[config.mk]
export PLATFORM = sky130hd
export DESIGN_NAME = ram_arbiter
export DESIGN_NICKNAME = d
export VERILOG_FILES = /design/src/rtl/ram_arbiter.sv
export SDC_FILE = /design/constraint.sdc
export NUM_CORES = 1
export LEC_CHECK = 0
export ABC_AREA = 1
export CAP_MARGIN = 15
export CORE_MARGIN = 2
export CORE_UTILIZATION = 35
export CTS_CLUSTER_SIZE = 25
export DETAILED_ROUTE_END_ITERATION = 16
export GPL_TIMING_DRIVEN = 0
export SYNTH_ARGS = -nofsm -noshare
export SYNTH_HDL_FRONTEND = slang
export SYNTH_SLANG_ARGS = --single-unit
export TNS_END_PERCENT = 20
[constraint.sdc]
create_clock -name clk -period 4.4 [get_ports clk]
set_clock_uncertainty 0.05 [all_clocks]
set_input_delay 0.88 -clock clk [delete_from_list [all_inputs] [get_ports clk]]
set_output_delay 0.88 -clock clk [all_outputs]
set_load 0.02 [all_outputs]
[src/rtl/ram_arbiter.sv]
// ram_arbiter: two-way round-robin arbiter and command sequencer for the
// single-port SPI RAM. Each accepted read/write becomes an address word and
// a data word on ram_din. Reads then wait for ram_tx_valid, or time out.
//
// Ports:
//   clk, rst                     rising-edge clock, synchronous active-high reset
//   req_valid/write/addr/wdata*  transaction request from requester 0 / 1
//   req_ready*                   acceptance (combinational, IDLE only)
//   rsp_valid/data/err*          one-cycle completion pulse with read data / timeout flag
//   ram_din, ram_rx_valid        command word to the RAM ({opcode[1:0], payload})
//   ram_dout, ram_tx_valid       read data returned by the RAM
module ram_arbiter #(
   parameter int ADDR_SIZE = 8,
   parameter int TIMEOUT   = 15
) (
   input  logic                 clk,
   input  logic                 rst,
   input  logic                 req_valid0,
   input  logic                 req_valid1,
   input  logic                 req_write0,
   input  logic                 req_write1,
   input  logic [ADDR_SIZE-1:0] req_addr0,
   input  logic [ADDR_SIZE-1:0] req_addr1,
   input  logic [ADDR_SIZE-1:0] req_wdata0,
   input  logic [ADDR_SIZE-1:0] req_wdata1,
   output logic                 req_ready0,
   output logic                 req_ready1,
   output logic                 rsp_valid0,
   output logic                 rsp_valid1,
   output logic [ADDR_SIZE-1:0] rsp_data0,
   output logic [ADDR_SIZE-1:0] rsp_data1,
   output logic                 rsp_err0,
   output logic                 rsp_err1,
   output logic [ADDR_SIZE+1:0] ram_din,
   output logic                 ram_rx_valid,
   input  logic [ADDR_SIZE-1:0] ram_dout,
   input  logic                 ram_tx_valid
);

   localparam logic [7:0] TO_LIMIT = 8'(TIMEOUT);

   localparam logic [1:0] OP_WR_ADDR = 2'b00;
   localparam logic [1:0] OP_WR_DATA = 2'b01;
   localparam logic [1:0] OP_RD_ADDR = 2'b10;
   localparam logic [1:0] OP_RD_DATA = 2'b11;

   typedef enum logic [2:0] {
      IDLE,
      ADDR,
      DATA,
      WAIT_RD,
      RESP
   } state_t;

   state_t               state;
   logic                 g;
   logic                 g_q;
   logic                 last_grant;
   logic                 wr_q;
   logic [ADDR_SIZE-1:0] wdata_q;
   logic [7:0]           cnt;
   logic [7:0]           cnt_inc;
   logic                 idle_ok;
   logic                 accept;
   logic                 sel_write;
   logic [ADDR_SIZE-1:0] sel_addr;
   logic [ADDR_SIZE-1:0] sel_wdata;

   // Single requester wins outright; on a tie the one not served last wins.
   assign g = req_valid1 & (~req_valid0 | ~last_grant);

   // Ready is held low while rst is asserted so every output reads 0 then.
   assign idle_ok    = (state == IDLE) & ~rst;
   assign req_ready0 = idle_ok & req_valid0 & ~g;
   assign req_ready1 = idle_ok & req_valid1 & g;
   assign accept     = req_ready0 | req_ready1;

   assign sel_write = g ? req_write1 : req_write0;
   assign sel_addr  = g ? req_addr1  : req_addr0;
   assign sel_wdata = g ? req_wdata1 : req_wdata0;

   assign cnt_inc = cnt + 8'd1;

   always_ff @(posedge clk) begin
      if (rst) begin
         state        <= IDLE;
         last_grant   <= 1'b1;
         g_q          <= 1'b0;
         wr_q         <= 1'b0;
         wdata_q      <= '0;
         cnt          <= '0;
         ram_din      <= '0;
         ram_rx_valid <= 1'b0;
         rsp_valid0   <= 1'b0;
         rsp_valid1   <= 1'b0;
         rsp_data0    <= '0;
         rsp_data1    <= '0;
         rsp_err0     <= 1'b0;
         rsp_err1     <= 1'b0;
      end else begin
         rsp_valid0 <= 1'b0;
         rsp_valid1 <= 1'b0;
         unique case (state)
            IDLE: begin
               if (accept) begin
                  g_q          <= g;
                  wr_q         <= sel_write;
                  wdata_q      <= sel_wdata;
                  ram_rx_valid <= 1'b1;
                  ram_din      <= {sel_write ? OP_WR_ADDR : OP_RD_ADDR,
                                   sel_addr};
                  state        <= ADDR;
               end
            end
            ADDR: begin
               ram_din <= wr_q ? {OP_WR_DATA, wdata_q}
                               : {OP_RD_DATA, {ADDR_SIZE{1'b0}}};
               state   <= DATA;
            end
            DATA: begin
               ram_rx_valid <= 1'b0;
               if (wr_q) begin
                  if (g_q) begin
                     rsp_valid1 <= 1'b1;
                     rsp_data1  <= '0;
                     rsp_err1   <= 1'b0;
                  end else begin
                     rsp_valid0 <= 1'b1;
                     rsp_data0  <= '0;
                     rsp_err0   <= 1'b0;
                  end
                  state <= RESP;
               end else begin
                  cnt   <= '0;
                  state <= WAIT_RD;
               end
            end
            WAIT_RD: begin
               // Returned data beats a coincident timeout.
               if (ram_tx_valid) begin
                  if (g_q) begin
                     rsp_valid1 <= 1'b1;
                     rsp_data1  <= ram_dout;
                     rsp_err1   <= 1'b0;
                  end else begin
                     rsp_valid0 <= 1'b1;
                     rsp_data0  <= ram_dout;
                     rsp_err0   <= 1'b0;
                  end
                  state <= RESP;
               end else if (cnt_inc == TO_LIMIT) begin
                  if (g_q) begin
                     rsp_valid1 <= 1'b1;
                     rsp_data1  <= '0;
                     rsp_err1   <= 1'b1;
                  end else begin
                     rsp_valid0 <= 1'b1;
                     rsp_data0  <= '0;
                     rsp_err0   <= 1'b1;
                  end
                  state <= RESP;
               end else begin
                  cnt <= cnt_inc;
               end
            end
            RESP: begin
               last_grant <= g_q;
               state      <= IDLE;
            end
            default: state <= IDLE;
         endcase
      end
   end

endmodule

==> results.ini <==
[run]
max-cap-violations=0

[logic_synthesis]
postSynthNetCount=468
synth-main-ff-cell=dfxtp_1
syn_inst=419
syn_avg_cell_area_um2=6.77
synth_area_mm2=0.00284
seq_area_frac_synth_pct=37.4
synth.distinct_cells=31
synth-seq-cells=53
yosysWarnings=0
async_flop_share_pct=0
synth_edf_count=0

[detailed_routing]
via_per_inst=5.00
wl_per_cell_um=13.5
firstDrtPassIters=4
ant_nets=0
drcViolationCount=0
drt_iter0_markers=151
drt_wl_total_um=8170
vias=3032

[timing]
fin_ws_ns=0.640
period_minus_slack_ns=3.76
slew_violations=0
rsz0062_at_grt=false
setup_viol=0
finalCritPeriodShare_pct=85.4
worst_pin_slew_ns=0.590
finalSetupTns_ns=0
max_clock_freq_mhz=266
hold_viol_final=0
slew-limit-headroom_pct=60.7

[finish]
area_growth_pct=35.1
drive_gt1_share_pct=9.70
layout_common_cells=nand2_1 (99), clkdlybuf4s50_1 (78), nor2_1 (67)
multi_input_area_mm2=0.00155
antennaDiodeCount=0
final_common_cell=nand2_1
final_util_pct=49.1
finalNetCount=553
register_area_mm2=0.00106
nFillCells=799

[power_and_ir_drop]
leakagePower_nw=1.44
p_per_area_mw_per_mm2=486
pwr-share-comb_pct=47.6
pwr-share-clk_pct=15.1
p_int_mw=1.09
ir_worst_vdd_v=0.000302
p_sw_mw=0.773
p_total_mw=1.86
switching_share_pct=41.5
p_seq_share_pct=37.3

[placed_design]
io_buffers=78
dp_hpwl_um=6140
pre_cts_slack_ns=0.652
gp_congestion=0.840

[clock_tree]
cts_resized=0
cts-root-buf=clkbuf_8
numCtsBuffers=5
clk_pin_slew_ns=0.09
holdBufCountCts=0
cts_sinks=53
clockBufferDepth=2
postCtsSetupBuffers=0
cts_tree=done
clk_latency_ns=0.31
cts_htree_levels=2

[critical_path]
reg2reg_to=rsp_data0[7]
reg2reg_slack_ns=2.27
critical_path_class=primary input to output pin
reg2reg_depth=10
worstPathCellList=clkdlybuf4s50_1 > nand2_1 > nand2_1 > inv_2 > clkbuf_1 > nor2_1 > clkdlybuf4s50_1
cp.required_ns=3.47
max_stage_delay_ns=0.61
cp.arrival_ns=2.83
cp_slowest_cell=clkdlybuf4s50_1
endpoint_kind=output pin
crit_path_max_fanout=10
r2r_start=cnt[0]
critPathBufInv=4
crit_path_start_kind=primary input
cpLargestDelayFamily=buffers and inverters

[global_route]
grt_max_degree=17
grt.overflow.total=0
grt_pass1_vias=2848
antenna_found_initial=0
grt_pass1_wl_um=13400
track_usage_pct=19.1

[floorplan]
die-height_um=94.0
dieArea_mm2=0.00884
start_util_pct=36.3
die_w_um=94.0
io_pins=80
std_cell_rows=32
core_mm2=0.00781

[hold_path]
hold_class=flip-flop to flip-flop
whs_endpoint=ram_din[9]
holdPathStages=2
min_from=ram_din[9]

[run_status]
outcome=finished, final reports clean

==> synth_stat cells (2+ instances only) <==
library cell	count	share of area, %
o21ai_1	2	0.35
nand2_1	99	13
nand3_1	29	5.1
ha_1	2	0.88
nand2_2	2	0.44
nand2_4	2	0.79
a21oi_1	18	3.2
nand3b_1	8	2.1
nor2_4	4	1.6
o31ai_1	2	0.53
o21ai_0	52	9.2
inv_2	8	1.1
buf_2	5	0.88
inv_1	22	2.9
nor2_2	6	1.3
dfxtp_1	53	37
buf_6	3	1.2
nor2_1	67	8.9
nand4_1	5	1.1
clkbuf_1	7	0.93
a21oi_2	5	1.5
a31oi_1	9	2.0
==> worst reg2reg max path: stages (launching register included) <==
cell,delay [ns]
dfxtp_1,0.42
ha_1,0.22
nand3_1,0.18
o21ai_1,0.16
nand2_1,0.09
nor2_2,0.20
nand2_2,0.17
nand2_1,0.31
nand3b_1,0.12
nand2_1,0.08
nor2_1,0.04
==> worst max-delay path by stage <==
stage / start / to / slack (ns) / depth (start not counted)
CTS: req_valid0 / req_ready0 / 0.64 / 7
detailed placement: req_valid0 / req_ready0 / 0.65 / 7
global route: req_valid0 / req_ready0 / 0.49 / 7
global placement: req_valid0 / req_ready0 / 0.63 / 7
floorplan: req_valid0 / req_ready0 / 1.76 / 5
finish: req_valid0 / req_ready0 / 0.64 / 7
==> sequential cells by signal, summed over array words and instances (netlist names), 3 cells and up <==
| name | flops |
|---|---|
| rsp_data0 | 8 |
| state | 3 |
| cnt | 8 |
| wdata_q | 8 |
| ram_din | 10 |
| rsp_data1 | 8 |
==> cells by family (layout without fill, tap and decap cells) <==
logic type	Yosys count	count (layout)	synth area share (%)
adders and majority gates	2	2	0.882
AOI/OAI and AO/OA	92	92	18.5
DFF	53	53	37.4
and+or+nand+nor	223	223	35.1
buffers and inverters	49	135	8.08
==> cell type report <==
| type | instances | area share, % |
|---|---|---|
| Inverter | 32 | 3.20 |
| Sequential cell | 53 | 27.7 |
| Multi-Input combinational cell | 317 | 40.3 |
| Tap cell | 102 | 3.33 |
| Timing Repair Buffer | 78 | 20.4 |
| Clock buffer | 5 | 1.80 |
| Clock inverter | 3 | 0.457 |
| Buffer | 17 | 2.78 |
==> metal layers <==
metal	wire [um]	vias to the layer above	global-route usage, %
li1	-	1543	-
met1	3840	1386	26.5
met2	3680	90	29.9
met3	486	13	3.45
met4	163	0	6.40
met5	0	-	0
==> power by group through the flow <==
stage | Sequential (mW) | Combinational, mW | Clock (mW)
floorplan | 0.791 | 0.462 | 0
global placement | 0.705 | 0.876 | 0
detailed placement | 0.706 | 0.885 | 0
CTS | 0.696 | 0.887 | 0.285
global route | 0.713 | 0.983 | 0.306
finish | 0.695 | 0.886 | 0.280
==> through the flow <==
| stage | instance area, um2 | hold slack, ns | cells |
|---|---|---|---|
| final | 3830 | 0.425 | 607 |
| after detailed placement | 3740 | 0.413 | 599 |
| after global placement | 3740 | 0.408 | 599 |
| after global routing | 3830 | 0.468 | 607 |
| after CTS | 3830 | 0.428 | 607 |
| after floorplan | 2840 | 0.391 | 419 |
(Power assumes the default switching activity.)
